### src/rtl/lc3_decode_pkg.sv
// rtl/lc3_decode_pkg.sv - shared opcode, control-field types and constants for the LC3 decode stage
//
// Contents: opcode_t enum, e_control_t packed struct, ALU/PC-select/operand-select
// field constants, w_control constants, and is_illegal() helper used by the
// optional illegal-opcode logic (macro LC3_DECODE_ILLEGAL_EN).

package lc3_decode_pkg;

  localparam int INSN_W_DEF   = 16;
  localparam int E_CTRL_W_DEF = 6;
  localparam int W_CTRL_W_DEF = 2;

  typedef enum logic [3:0] {
    OP_BR   = 4'b0000,
    OP_ADD  = 4'b0001,
    OP_LD   = 4'b0010,
    OP_ST   = 4'b0011,
    OP_JSR  = 4'b0100,
    OP_AND  = 4'b0101,
    OP_LDR  = 4'b0110,
    OP_STR  = 4'b0111,
    OP_RTI  = 4'b1000,
    OP_NOT  = 4'b1001,
    OP_LDI  = 4'b1010,
    OP_STI  = 4'b1011,
    OP_JMP  = 4'b1100,
    OP_RES  = 4'b1101,
    OP_LEA  = 4'b1110,
    OP_TRAP = 4'b1111
  } opcode_t;

  // Field order matches the bus: {alu_control, pcselect1, pcselect2, op2select}
  typedef struct packed {
    logic [1:0] alu_control;
    logic [1:0] pcselect1;
    logic       pcselect2;
    logic       op2select;
  } e_control_t;

  localparam logic [1:0] ALU_ADD = 2'b00;
  localparam logic [1:0] ALU_AND = 2'b01;
  localparam logic [1:0] ALU_NOT = 2'b10;

  localparam logic [1:0] PCSEL1_OFF11 = 2'b00;
  localparam logic [1:0] PCSEL1_OFF9  = 2'b01;
  localparam logic [1:0] PCSEL1_OFF6  = 2'b10;
  localparam logic [1:0] PCSEL1_ZERO  = 2'b11;

  // pcselect2: 1 adds the offset to NPC, 0 adds it to a base register
  localparam logic PCSEL2_NPC  = 1'b1;
  localparam logic PCSEL2_BASE = 1'b0;

  localparam logic OP2_IMM = 1'b0;
  localparam logic OP2_REG = 1'b1;

  localparam logic [1:0] WB_ALU = 2'b00;
  localparam logic [1:0] WB_MEM = 2'b01;
  localparam logic [1:0] WB_PC  = 2'b10;

  function automatic logic is_illegal(input logic [3:0] opcode);
    return (opcode == OP_RTI) || (opcode == OP_RES) ||
           (opcode == OP_JSR) || (opcode == OP_TRAP);
  endfunction

endpackage

### src/rtl/lc3_decode_ctrl.sv
// rtl/lc3_decode_ctrl.sv - combinational opcode to control-field table
//
// Ports:
//   insn      in  16  instruction word (opcode in [15:12], imm flag in [5])
//   e_ctrl    out  6  execute control {alu_control, pcselect1, pcselect2, op2select}
//   w_ctrl    out  2  writeback select
//   mem_ind   out  1  indirect memory access (LDI/STI)

module lc3_decode_ctrl
  import lc3_decode_pkg::*;
(
  input  logic [15:0] insn,
  output e_control_t  e_ctrl,
  output logic [1:0]  w_ctrl,
  output logic        mem_ind
);

  opcode_t opcode;
  logic    imm_sel;

  assign opcode  = opcode_t'(insn[15:12]);
  assign imm_sel = insn[5];

  always_comb begin
    e_ctrl  = '{alu_control: ALU_ADD, pcselect1: PCSEL1_OFF11,
                pcselect2: PCSEL2_BASE, op2select: OP2_IMM};
    w_ctrl  = WB_ALU;
    mem_ind = 1'b0;
    unique case (opcode)
      OP_ADD: begin
        e_ctrl.alu_control = ALU_ADD;
        e_ctrl.op2select   = imm_sel ? OP2_IMM : OP2_REG;
      end
      OP_AND: begin
        e_ctrl.alu_control = ALU_AND;
        e_ctrl.op2select   = imm_sel ? OP2_IMM : OP2_REG;
      end
      OP_NOT: begin
        e_ctrl.alu_control = ALU_NOT;
      end
      OP_BR, OP_ST: begin
        e_ctrl.pcselect1 = PCSEL1_OFF9;
        e_ctrl.pcselect2 = PCSEL2_NPC;
      end
      OP_LD: begin
        e_ctrl.pcselect1 = PCSEL1_OFF9;
        e_ctrl.pcselect2 = PCSEL2_NPC;
        w_ctrl           = WB_MEM;
      end
      OP_LDI: begin
        e_ctrl.pcselect1 = PCSEL1_OFF9;
        e_ctrl.pcselect2 = PCSEL2_NPC;
        w_ctrl           = WB_MEM;
        mem_ind          = 1'b1;
      end
      OP_STI: begin
        e_ctrl.pcselect1 = PCSEL1_OFF9;
        e_ctrl.pcselect2 = PCSEL2_NPC;
        mem_ind          = 1'b1;
      end
      OP_LEA: begin
        e_ctrl.pcselect1 = PCSEL1_OFF9;
        e_ctrl.pcselect2 = PCSEL2_NPC;
        w_ctrl           = WB_PC;
      end
      OP_LDR: begin
        e_ctrl.pcselect1 = PCSEL1_OFF6;
        w_ctrl           = WB_MEM;
      end
      OP_STR: begin
        e_ctrl.pcselect1 = PCSEL1_OFF6;
      end
      OP_JMP: begin
        e_ctrl.pcselect1 = PCSEL1_ZERO;
      end
      // RTI, JSR, reserved and TRAP keep the all-zero defaults
      default: ;
    endcase
  end

endmodule

### src/rtl/lc3_decode_stage.sv
// rtl/lc3_decode_stage.sv - LC3 decode pipeline stage with registered control outputs
//
// Ports:
//   clock          in   1  rising-edge clock
//   reset          in   1  asynchronous active-low reset
//   enable_decode  in   1  stage advance; all outputs load only when high
//   dout           in  16  instruction from fetch
//   npc_in         in  16  PC+1 from fetch
//   ir             out 16  registered instruction
//   npc_out        out 16  registered npc_in
//   e_control      out  6  {alu_control, pcselect1, pcselect2, op2select}
//   mem_control    out  1  indirect access (LDI/STI)
//   w_control      out  2  00 ALU, 01 memory, 10 PC/address
// Optional (macro LC3_DECODE_ILLEGAL_EN):
//   illegal_op     out  1  registered flag for RTI/JSR/reserved/TRAP
//   illegal_cnt    out 16  saturating count of illegal instructions decoded

module lc3_decode_stage
  import lc3_decode_pkg::*;
#(
  parameter int INSN_W   = INSN_W_DEF,
  parameter int E_CTRL_W = E_CTRL_W_DEF,
  parameter int W_CTRL_W = W_CTRL_W_DEF
) (
  input  logic                clock,
  input  logic                reset,
  input  logic                enable_decode,
  input  logic [INSN_W-1:0]   dout,
  input  logic [INSN_W-1:0]   npc_in,
  output logic [INSN_W-1:0]   ir,
  output logic [INSN_W-1:0]   npc_out,
  output logic [E_CTRL_W-1:0] e_control,
  output logic                mem_control,
  output logic [W_CTRL_W-1:0] w_control
`ifdef LC3_DECODE_ILLEGAL_EN
  ,
  output logic                illegal_op,
  output logic [15:0]         illegal_cnt
`endif
);

  e_control_t  e_next;
  logic [1:0]  w_next;
  logic        m_next;

  lc3_decode_ctrl u_ctrl (
    .insn    (dout),
    .e_ctrl  (e_next),
    .w_ctrl  (w_next),
    .mem_ind (m_next)
  );

  // ir, npc and all control fields load in the same edge so they always
  // describe one instruction.
  always_ff @(posedge clock or negedge reset) begin
    if (!reset) begin
      ir          <= '0;
      npc_out     <= '0;
      e_control   <= '0;
      w_control   <= '0;
      mem_control <= 1'b0;
    end else if (enable_decode) begin
      ir          <= dout;
      npc_out     <= npc_in;
      e_control   <= e_next;
      w_control   <= w_next;
      mem_control <= m_next;
    end
  end

`ifdef LC3_DECODE_ILLEGAL_EN
  logic ill_next;
  assign ill_next = is_illegal(dout[15:12]);

  always_ff @(posedge clock or negedge reset) begin
    if (!reset) begin
      illegal_op  <= 1'b0;
      illegal_cnt <= '0;
    end else if (enable_decode) begin
      illegal_op <= ill_next;
      if (ill_next && (illegal_cnt != 16'hFFFF))
        illegal_cnt <= illegal_cnt + 16'd1;
    end
  end
`endif

endmodule
### config.mk
export PLATFORM = sky130hd
export DESIGN_NAME = lc3_decode_stage
export DESIGN_NICKNAME = d
export VERILOG_FILES = /design/src/rtl/lc3_decode_pkg.sv /design/src/rtl/lc3_decode_ctrl.sv /design/src/rtl/lc3_decode_stage.sv
export SDC_FILE = /design/constraint.sdc
export NUM_CORES = 1
export LEC_CHECK = 0
export BUFFER_PORTS_ARGS = -buffer_cell sky130_fd_sc_hd__buf_2
export CAP_MARGIN = 40
export CORE_ASPECT_RATIO = 0.9
export CORE_MARGIN = 2
export CORE_UTILIZATION = 53
export CTS_BUF_LIST = sky130_fd_sc_hd__clkbuf_4
export DETAILED_ROUTE_END_ITERATION = 10
export PLACE_DENSITY = 0.95
export SYNTH_ARGS = -nofsm -noshare
export SYNTH_HDL_FRONTEND = slang
export SYNTH_HIERARCHICAL = 1
export SYNTH_SLANG_ARGS = --single-unit
### constraint.sdc
create_clock -name clock -period 1.8 [get_ports clock]
set_input_delay 0.18 -clock clock [delete_from_list [all_inputs] [get_ports clock]]
set_output_delay 0.18 -clock clock [all_outputs]
set_load 0.02 [all_outputs]
Word-level counts from Yosys, hierarchy flattened
Cells that the tools add are included.
{ "totals": {"memories": 0, "inputBits": 35, "latchBits": 0, "mem_bits_rw": 0, "mem_bits_ro": 0, "output_inout_bits": 41, "elab_cells": 29, "register_bits": 41} }
{ "op_classes": {"shifts": 0, "order_cmp": 0, "n_addsub": 0, "div_mod_pow": 0, "mux": 7, "n_bitwise": 0, "n_reduce_logical": 6, "mul": 0, "n_eq_ne": 11} }
{ "ops": {"columns": ["cell", "count"], "rows": [
  ["== test 4 bit (second input constant)", 5],
  ["== test 4 x 3 -> 1 bit (second input constant)", 3],
  ["== test 4 x 2 -> 1 bit (second input constant)", 2],
  ["case mux 2 bit (2 select lines)", 2],
  ["case mux 2 bit (3 select lines)", 1],
  ["OR reduction 2 bit", 3],
  ["OR reduction 6 bit", 1],
  ["== test 4 x 1 -> 1 bit (second input constant)", 1],
  ["zero test 4 bit", 1],
  ["2-to-1 mux 1 bit", 4],
  ["OR reduction 3 bit", 1]
]} }

Logic depth before layout (Yosys ltp)
Gate-level depths: netlist of run 1.
{ "depth": {"ltp_word": 3, "mapped_depth": 4, "mapped_depth_nobuf": 3} }

Cells and area by module
The synthesis of run 1 kept the hierarchy.
{ "by_module_without_submodules": {"columns": ["module", "n_inst", "area_per_inst_um2", "cells_per_inst"], "rows": [
  ["lc3_decode_stage", 1, 1729.2, 87],
  ["lc3_decode_ctrl", 1, 130.1, 19]
]} }

Worst setup path before layout of run 1
Ideal clock, no wire load.
{ "synth_timing": {"path_kind": "input to register", "from": "input dout[15]", "to": "register e_control[2]", "cell_stages": 4, "arrival_time_ns": 0.787, "slack_ns": 0.888, "setup_ns": 0.125, "required_ns": 1.675, "path_cell_list": "buf_2 -> xor2_1 -> o21ai_0 -> mux2_4"} }
{ "synth_rtl": {"columns": ["item", "line_no", "source"], "rows": [
  ["start, declared", "lc3_decode_stage.sv:28", "input logic [INSN_W-1:0] dout,"],
  ["end signal, assigned", "lc3_decode_stage.sv:65", "e_control <= e_next;"],
  ["end, declared", "lc3_decode_stage.sv:32", "output logic [E_CTRL_W-1:0] e_control,"]
]} }

Worst setup path in the final report of run 1
{ "layout_timing": {"from": "register e_control[2]", "to": "output e_control[2]"} }
No word-level cell between the ends.

==> reports/summary.md, run 1 <==
In the synthesized netlist, the number of instances is 106. The detailed-route wire length came out at 3.348 mm. Cell type with the largest total area after synthesis: dfrtp_1.

The tools report the via count of the first global-routing pass as 1,181. TritonCTS built the clock tree. For this run the aggregate overflow at the end of global routing stands at 0. Counting flops with an async set or reset pin after synthesis yields a share of 100.0%. Height of the die: 60.19 um. During placement, the flow inserted port buffers numbering 75. Timing would allow up to 0.9227 GHz. The mapped netlist covers 0.001859 mm^2. The run gives 0 as the setup-violating endpoint count in the final report.

After synthesis, flip-flops and latches occupy 55.18% of the total area. The logs give 1.533 mm for the wire length on met2 and 0.7444 for the global placer's final weighted congestion. Once routing completed, OpenROAD measured the worst setup slack at 716.2 ps.

The tools report the root buffer selected by CTS as clkbuf_4. The warning count from the yosys run came out at 6. The run gives 0 as the count of final max-slew check failures. The tools report the critical path required time as 1620 ps. The total number of vias was 1,126; the final critical-path required period was 1084 ps. The post-synthesis to final-layout area growth was 24.97%; the met3 wire length was 266 um.

The run gives 41 as the count of clock tree sinks. The die area is 0.003998 mm^2. Row generation in the floorplan step produced 20 rows.

The later pin in the worst-skew pair is clocked with a latency of 330 ps. Setup repair after global routing left no endpoint under its margin. The fraction of post-synthesis cell area in the top cell type by area came out at 55.18%. Once the floorplan was initialized, standard cells occupied 55.04% of the core. The post-cts resize count is 0, and the post-route clock period utilization is 60.21%. The biggest fanout along the worst timing path is 2. Entering global routing, the biggest net connects 42 pins. In this run, synthesis inferred 0 flip-flops with an integrated enable. Detailed placement ended at an HPWL of 2.402 mm.

The number of buffer and inverter instances along the worst setup path is 1. The setup check on the worst reg-to-reg path leaves a slack of 1010 ps. The critical path is of the register to output port type. Dividing the detail-routed wire length by the instance count gives 14.62 um.

Once the clock tree was built, the setup fixing pass inserted 0 buffers. The class of the tightest hold or removal check was input port to register. The tools report the H-tree level count as 2. The initial antenna violation count is 0. In this run the count of I/O pins placed on the die edge is 76. The fraction of layout cells with a size suffix above 1 was 69.73%; the core footprint was 0.003378 mm^2.

The signal on the critical path passes through buf_2. The logs give 68.03% for the worst slew margin relative to its limit and 18.20% for the total global routing track utilization. The largest delay contributor family on the critical path is flip-flops. From left edge to right edge, the die measures 66.43 um. The power per cell area came out at 894.2 mW/mm^2.

Post-cts hold buffer count: 1. The first-iteration detailed-routing DRC count was 26. Leaving out fill and tap cells, the most frequent cells in the layout are 75 x buf_2, 41 x dfrtp_1, 40 x mux2_4. Delay of the slowest critical-path stage: 410 ps. The highest metal layer carrying signal wires in the routed design is met4. After detailed placement, the design holds a cell count of 221.

The run gives 0 as the residual DRC count. The main flop type after synthesis was dfrtp_1. By area the synthesized netlist is led by dfrtp_1 55%, mux2_4 32%, buf_12 4.3%, nor4b_1 0.94%, and4bb_2 0.67%.

The startpoint type of the worst setup path was a register. The repair_antennas step left the layout with diodes totalling 0. The logs give 5 for the number of buffers added by the clock tree synthesis step and 900 ps for the data arrival time at the worst-slack endpoint. The average via count per standard cell was 4.917; the clock slew seen by the registers of the worst setup and hold paths was 110 ps. For this run, the number of standard cells in the final layout without fillers is 229. For the final database, setup skew stands at 0 ps. For this block, wires on met1 add up to 1.506 mm. The number of nets produced by synthesis is 141.

The endpoint class of the critical path is an output port. No sink is reached through more buffers than the 2 on the longest clock path. Among all stages on the critical path, the largest delay is contributed by dfrtp_1. The register bit count reported by yosys is 41. Leaving out fill and tap cells, the most frequent cell in the layout is buf_2. The leakage component of the power is 0.001242 uW.

For the accumulated negative setup slack, the log shows 0 ps. For this run, the detailed router's first-pass iteration total came to 4. For the pre-CTS setup slack, the log shows 711.9 ps. Peak supply drop: 0.5545 mV. Each instance of the synthesized netlist takes up on average 17.54 um^2. The first global-routing pass estimated 5.326 mm of wire.

The flow ran to the end, and the final reports show no timing, DRC or antenna violations. For the pin with the worst max-slew slack, the measured transition is 479.5 ps. The number of failing hold endpoints at the final stage was 0.

The final net count is 220. The tool flagged a number of max-cap violations equal to 0. In this run, distinct cell masters in the synthesized netlist total 21. The detail route stage leaves a number of antenna-violating nets equal to 0.
## synth_stat cells, types with 2 or more instances
library cell and instances:
buf_12 4, dfrtp_1 41, mux2_4 40, nand2b_1 2, nor2b_1 2, nor4b_1 2
## worst paths after layout
path	from	end	cells past startpoint
max	e_control[2]$_DFFE_PN0P_	e_control[2]	1
min	npc_in[0]	npc_out[0]$_DFFE_PN0P_	2
max reg2reg	mem_control$_DFFE_PN0P_	mem_control$_DFFE_PN0P_	1
min reg2reg	w_control[1]$_DFFE_PN0P_	w_control[1]$_DFFE_PN0P_	1
max in group asynchronous	reset	npc_out[7]$_DFFE_PN0P_	3
min in group asynchronous	reset	ir[4]$_DFFE_PN0P_	2
## registers in the layout, summed over array words and instances, names as in the netlist
| register | flops |
|---|---|
| e_control | 6 |
| ir | 16 |
| mem_control | 1 |
| npc_out | 16 |
| w_control | 2 |
## routing by layer
layer / global-route usage, % / vias to the layer above
met5: 0 / -
met1: 23.73 / 541
met3: 5.650 / 5
met2: 29.00 / 54
met4: 6.414 / 0
li1: - / 526
## final cells by class
class / count / area, um^2
multi-input cells: 58 / 733.2
flip-flops and latches: 41 / 1026
fillers: 234 / 1055
well taps: 44 / 55.05
clock inverters: 2 / 35.03
inverters: 1 / 3.754
repair buffers: 78 / 432.9
clock buffers: 5 / 37.54
## metrics by stage
step	hold WS, ps	total power, uW	util [%]	instance area, um^2
global placement	331.1	1523	65.52	2213
floorplan	-115.6	1380	-	1859
detailed placement	166.7	1545	66.33	2241
finish	70.72	2078	68.78	2323
global route	36.64	2194	68.78	2323
CTS	53.53	2102	68.78	2323
## logic make-up (layout without fill, tap and decap cells)
family | count (synthesis) | count (layout) | share of synthesized area [%]
AO/OA/AOI/OAI | 4 | 4 | 1.413
XOR/XNOR | 1 | 1 | 0.4711
flip-flops | 41 | 41 | 55.18
multiplexers | 41 | 41 | 32.91
AND/OR/NAND/NOR | 12 | 12 | 4.643
buffers and inverters | 7 | 86 | 5.383
## power breakdown
group	internal, uW	switching, uW
Sequential	1010	47.2
Clock	283	269
Combinational	233	239
Total	1520	555
Power figures use the tool's default switching activity.
==> run 2: changes to the inputs <==
CORE_UTILIZATION = 45   (was 53)
PLACE_DENSITY = 0.87   (was 0.95)
clock period = 0.9 ns   (was 1.8 ns; I/O delays follow)
==> run 2 against run 1 <==
  * The run now ends with setup timing left
  * Critical path type unchanged
  * Via count is 24% higher
  * Worst hold slack better by 26 ps
  * Sequential power grew 110%
  * Wire length up 46%
  * Highest routed layer unchanged
  * Clock power grew 110%
==> reports/summary.md, run 2 (synthesized netlist as in run 1, its figures left out) <==
Setup repair after global routing could not meet its margin everywhere. The count of final max-slew check failures was 0 (unchanged). Endpoint class of the critical path: an output port (unchanged). The worst slew margin relative to its limit is 78.81% (was 68.03%). The wire length per cell after detailed routing is 16.58 um (was 14.62 um). The overflow left after global routing is 0 (unchanged). The first-iteration detailed-routing DRC count is 77 (was 26).

The number of failing hold endpoints at the final stage came out at 0 (unchanged). The clock latency on the worst-skew pair is 340 ps (was 330 ps). The startpoint type of the worst setup path is a register (unchanged). TritonCTS built the clock tree. The clock slew seen by the registers of the worst setup and hold paths was 120 ps (was 110 ps); the final non-filler cell total was 294 (was 229). The leading cell type in the layout, fill and taps excluded was buf_6 (was buf_2). The cell with the biggest individual delay on the critical path was dfrtp_1 (unchanged).

The floorplan row count was 22 (was 20); the transition time at the pin with the least slew margin was 313.5 ps (was 479.5 ps). The tools report the total placed instance area as 0.002291 mm^2 (was 0.002241 mm^2). The H-tree level count is 2 (unchanged), and the detailed-route wire length is 4.874 mm (was 3.348 mm). The final reports fail on setup timing. For the residual DRC count, the log shows 0 (unchanged). For the number of nets still failing antenna checks after routing, the log shows 0 (unchanged). The tools report the root buffer selected by CTS as clkbuf_4 (unchanged). The tools report the largest net degree at the start of global routing as 25 (was 42).

The maximum number of buffers from clock root to sink was 2 (unchanged); the global-route wire length before repair was 7.527 mm (was 5.326 mm). After layout, the worst path uses 112.8% of the clock period. The data arrival time at the worst-slack endpoint is 930 ps (was 900 ps). The tools report the total global routing track utilization as 21.83% (was 18.20%). The number of antenna diodes is 0 (unchanged), and the count of input and output buffers is 75 (unchanged).

The number of buffer and inverter instances along the worst setup path came out at 1 (unchanged). Derived from the worst setup path, the maximum achievable clock frequency is 0.9852 GHz. The logs give 76 (unchanged) for the count of pins on the block boundary and -68.76 ps (was 711.9 ps) for the pre-CTS setup slack.

The number of instances in the placed design came out at 232 (was 221). The delay of the slowest critical-path stage came out at 430 ps (was 410 ps). The logs give 2.552 mm (was 2.402 mm) for the HPWL after detailed placement and 1.318 mV (was 0.5545 mV) for the peak supply drop. Final net count: 281 (was 220). The tools report the initial core utilization as 46.26% (was 55.04%). Die span in x: 71.76 um (was 66.43 um). The post-synthesis to final-layout area growth works out to 68.78% (was 24.97%). The logs give 41 (unchanged) for the count of clock tree sinks and -3850 ps (was 0 ps) for the accumulated negative setup slack. The tools report the critical path required time as 810 ps (was 1620 ps). The max capacitance violation total is 0 (unchanged), and the initial antenna violation count is 0 (unchanged). Top library cells by usage in the layout, fill and taps aside: 48 x buf_6, 41 x dfrtp_1, 40 x mux2_4 (was 75 x buf_2, 41 x dfrtp_1, 40 x mux2_4). Critical-path cell list: buf_6 (was buf_2). The number of iterations in the first detailed-routing pass was 4 (unchanged). The largest delay contributor family on the critical path is flip-flops (unchanged). Biggest fanout along the worst timing path: 2 (unchanged). The via count of the first global-routing pass was 1,520 (was 1,181).

The class of the tightest hold or removal check is input port to register (unchanged). The flow ran to the end, but the final reports show violations. The number of buffers added by the clock tree synthesis step was 5 (unchanged); the fraction of layout cells with a size suffix above 1 was 66.26% (was 69.73%). Global placer's final weighted congestion: 0.7426 (was 0.7444).

Largest registers: ir: 16 flops, npc_out: 16 flops, e_control: 6 flops (unchanged). Slack of the critical path: -115.1 ps (was 716.2 ps). The logs give 78.08% (was 68.78%) for the post-route core utilization and 0.004019 mm^2 (was 0.003378 mm^2) for the core footprint. The run gives 0.003138 mm^2 (was 0.002323 mm^2) as the cell area after layout. The total number of vias is 1,401 (was 1,126), and the average via count per standard cell is 4.765 (was 4.917). The power per cell area is 1526 mW/mm^2 (was 894.2 mW/mm^2).

Leakage component of the power: 0.001602 uW (was 0.001242 uW). The class of the most critical setup path was register to output port (unchanged). The logs give 61 (was 0) for the setup-violating endpoint count in the final report and 0.004663 mm^2 (was 0.003998 mm^2) for the die area. The final worst clock skew was 0 ps (unchanged); the final critical-path required period was 1015 ps. The height of the die came out at 64.98 um (was 60.19 um).
==> run 2: area by class of cell <==
type	count	area [um^2]
multi-input cells	58	739.5
flip-flops and latches	41	1026
well taps	48	60.06
fillers	219	880.8
clock buffers	5	37.54
inverters	1	3.754
repair buffers	139	1236
clock inverters	2	35.03
==> run 2: report_power, final <==
group / internal, uW / switching, uW
sequential: 2010 / 146
clock: 566 / 574
combinational: 918 / 571
==> run 2: worst paths after layout <==
| kind | slack (ps) | start | end | cells past startpoint |
|---|---|---|---|---|
| worst max-delay path | -120 | ir[3]$_DFFE_PN0P_ | ir[3] | 1 |
| worst min-delay path | 100 | dout[14] | ir[14]$_DFFE_PN0P_ | 2 |
| worst max register to register | -60 | ir[3]$_DFFE_PN0P_ | ir[3]$_DFFE_PN0P_ | 2 |
| worst min register to register | 550 | ir[13]$_DFFE_PN0P_ | ir[13]$_DFFE_PN0P_ | 1 |
| max in group asynchronous | 410 | reset | npc_out[3]$_DFFE_PN0P_ | 3 |
| min in group asynchronous | 240 | reset | ir[13]$_DFFE_PN0P_ | 3 |
==> run 2: timing repair <==
item | CTS | global route
setup buffers | 18 | 8
gates resized for setup | 82 | 8
hold buffers | 29 | 0
hold endpoints to repair | 69 | 0
endpoints found under the setup margin | 41 | 60
==> run 2: layer usage <==
layer / wire length, um / global-route usage (%)
met5: 0 / 0
met3: 243 / 4.977
met2: 2627 / 39.93
met1: 1916 / 24.17
met4: 86 / 9.198
==> run 2: per-stage QoR <==
stage | hold WS, ps | total power, uW
2_1_floorplan | -205.6 | 2759
3_3_place_gp | 74.96 | 3082
3_5_place_dp | 76.71 | 3113
4_1_cts | 81.11 | 4701
5_1_grt | 72.38 | 5013
6_report | 97.09 | 4789
==> run 3: changes to the inputs <==
CELL_PAD_IN_SITES_DETAIL_PLACEMENT = 0   (was default)
CELL_PAD_IN_SITES_GLOBAL_PLACEMENT = 1   (was default)
CORE_UTILIZATION = 40   (was 45)
PLACE_DENSITY = 0.91   (was 0.87)
clock period = 1.1 ns   (was 0.9 ns; I/O delays follow)
==> run 3 against run 2 <==
  * The run now ends clean
  * Worst setup slack better by 190 ps
  * First-iteration DRC count is 68% lower
  * Register-to-register slack better by 260 ps
  * Combinational power is 40% lower
  * Wire length is 20% lower
  * Count of clock-buffer cells in the layout stayed put
  * Via count is 9.7% lower
  * Final cell count is 4.8% lower
  * Design area is 15% lower
  * Total power is 30% lower
  * Global-route usage is 6.8 points lower
  * Die area is 12% higher
  * Critical path type unchanged
  * Largest power group unchanged
==> reports/summary.md, run 3 (synthesized netlist as in run 1, its figures left out) <==
Critical-path cell list: buf_2 (was buf_6). The tools report the cell area after layout as 0.002665 mm^2 (was 0.003138 mm^2). Startpoint type of the worst setup path: a register (unchanged). Count of pins on the block boundary: 76 (unchanged). The tools report the global-route wire length before repair as 5.727 mm (was 7.527 mm). The initial core utilization is 41.68% (was 46.26%), and the wire length per cell after detailed routing is 13.95 um (was 16.58 um). The worst slew margin relative to its limit was 80.32% (was 78.81%). The tools report the H-tree level count as 2 (unchanged). The number of buffer and inverter instances along the worst setup path was 1 (unchanged).

Top library cells by usage in the layout, fill and taps aside: 71 x buf_2, 41 x dfrtp_1, 40 x mux2_4 (was 48 x buf_6, 41 x dfrtp_1, 40 x mux2_4). Largest registers: ir: 16 flops, npc_out: 16 flops, e_control: 6 flops (unchanged). The power per cell area was 1258 mW/mm^2 (was 1526 mW/mm^2). The detailed-route wire length is 3.907 mm (was 4.874 mm). The global placer's final weighted congestion is 0.7475 (was 0.7426), and the largest net degree at the start of global routing is 42 (was 25). The cell with the biggest individual delay on the critical path was dfrtp_1 (unchanged). The tools report the count of final max-slew check failures as 0 (unchanged).

The die span in x came out at 75.87 um (was 71.76 um). For the number of antenna diodes, the log shows 0 (unchanged). The peak supply drop was 0.9071 mV (was 1.318 mV). The final-layout fill cell count is 366 (was 219), and the setup-violating endpoint count in the final report is 0 (was 61).

The post-route core utilization came out at 59.75% (was 78.08%). TritonCTS built the clock tree. The first element of the critical path was ir[12]$_DFFE_PN0P_ (was ir[3]$_DFFE_PN0P_).

For the data arrival time at the worst-slack endpoint, the log shows 920 ps (was 930 ps). The number of iterations in the first detailed-routing pass is 2 (was 4), and the height of the die is 68.68 um (was 64.98 um). The accumulated negative setup slack is 0 ps (was -3850 ps), and the average via count per standard cell is 4.518 (was 4.765).

The number of nets still failing antenna checks after routing was 0 (unchanged). The root buffer selected by CTS was clkbuf_4 (unchanged). The first-iteration detailed-routing DRC count is 25 (was 77).

The post-route clock period utilization was 93.56%; the total number of vias was 1,265 (was 1,401). The number of failing hold endpoints at the final stage was 0 (unchanged); the met3 capacity usage during global routing was 5.959% (was 4.977%). The logs give 0.004461 mm^2 (was 0.004019 mm^2) for the core footprint and 0.001375 uW (was 0.001602 uW) for the leakage component of the power.

The transition time at the pin with the least slew margin came out at 291.1 ps (was 313.5 ps). The final non-filler cell total is 280 (was 294), and the clock latency on the worst-skew pair is 340 ps (about the same). The tools report the HPWL after detailed placement as 2.281 mm (was 2.552 mm). The largest delay contributor family on the critical path was flip-flops (unchanged). The run gives 23 (was 22) as the floorplan row count. The initial antenna violation count was 0 (unchanged).

The fraction of layout cells with a size suffix above 1 came out at 61.47% (was 66.26%). The via count of the first global-routing pass is 1,273 (was 1,520). Number of instances in the placed design: 240 (was 232). For the met2 track demand over resource in global routing, the log shows 24.78% (was 39.93%).

The logs give 95.75 ps (was -68.76 ps) for the pre-CTS setup slack and 70.88 ps (was -115.1 ps) for the slack of the critical path. Static timing analysis puts the maximum clock frequency at 0.9717 GHz. The run finished with clean final reports. Total placed instance area: 0.002276 mm^2 (was 0.002291 mm^2).

The class of the most critical setup path is register to output port (unchanged). The tools report the worst flop-to-flop path startpoint as npc_out[4]$_DFFE_PN0P_ (was ir[3]$_DFFE_PN0P_). The delay of the slowest critical-path stage came out at 410 ps (was 430 ps). The overflow left after global routing is 0 (unchanged), and the post-synthesis to final-layout area growth is 43.34% (was 68.78%). The leading cell type in the layout, fill and taps excluded is buf_2 (was buf_6). For the critical path required time, the log shows 990 ps (was 810 ps).

Source of the worst hold timing path: dout[12] (was dout[14]). The logs give 15.03% (was 21.83%) for the total global routing track utilization and 41 (unchanged) for the count of clock tree sinks. The final worst clock skew was 0 ps (unchanged); the residual DRC count was 0 (unchanged). The worst path in the final design needs a cycle of 1029 ps, including I/O delays and setup. The maximum number of buffers from clock root to sink was 2 (unchanged); the max capacitance violation total was 0 (unchanged). The tools report the endpoint class of the critical path as an output port (unchanged).

The clock slew seen by the registers of the worst setup and hold paths is 120 ps (about the same). The logs give 18.08% (was 24.17%) for the met1 demand-to-capacity share in global routing and 0.005210 mm^2 (was 0.004663 mm^2) for the die area. The count of input and output buffers came out at 75 (unchanged). Class of the tightest hold or removal check: input port to register (unchanged). The final net count was 252 (was 281); the biggest fanout along the worst timing path was 2 (unchanged).

Number of buffers added by the clock tree synthesis step: 5 (unchanged). The layer carrying the most global-route usage is met2 (unchanged).
[run 3: layer usage]
| metal | routed length, um | vias up |
|---|---|---|
| met3 | 297 | 4 |
| met1 | 1772 | 617 |
| li1 | - | 593 |
| met5 | 0 | - |
| met2 | 1812 | 51 |
| met4 | 25 | 0 |
[run 3: what timing repair did]
item                       in CTS  in global routing
hold buffers                   28                  1
gates resized for setup         0                  8
hold endpoints to repair       68                  1
setup buffers                   0                  3
setup endpoints to repair       0                  6
[run 3: power breakdown]
part	switching [uW]	internal, uW	total (uW)	leakage, uW
Combinational	413	479	891	0.000851
Clock	493	242	735	0.0000310
Sequential	78.1	1650	1730	0.000493
[run 3: area by class of cell]
type / instances / area (um^2) / area share, %
clock buffers: 5 / 37.54 / 1.408
clock inverters: 3 / 17.52 / 0.6573
inverters: 1 / 3.754 / 0.1408
multi-input cells: 58 / 733.2 / 27.51
flip-flops and latches: 41 / 1026 / 38.50
well taps: 62 / 77.57 / 2.911
repair buffers: 110 / 769.5 / 28.87
[run 3: final timing paths]
| kind | end | slack [ps] | cells after the start |
|---|---|---|---|
| worst max-delay path | ir[12] | 70 | 1 |
| worst min-delay path | ir[12]$_DFFE_PN0P_ | 100 | 2 |
| worst max register to register | npc_out[4]$_DFFE_PN0P_ | 200 | 2 |
| worst min register to register | ir[0]$_DFFE_PN0P_ | 520 | 1 |
| max in group asynchronous | npc_out[10]$_DFFE_PN0P_ | 640 | 3 |
| min in group asynchronous | npc_out[6]$_DFFE_PN0P_ | 260 | 3 |
[run 3: metrics by stage]
stage | hold slack [ps] | power (uW)
detailed placement | 99.82 | 2529
global placement | 96.53 | 2521
CTS | 1.962 | 3362
global route | 84.18 | 3568
floorplan | -185.6 | 2258
finish | 95.21 | 3352
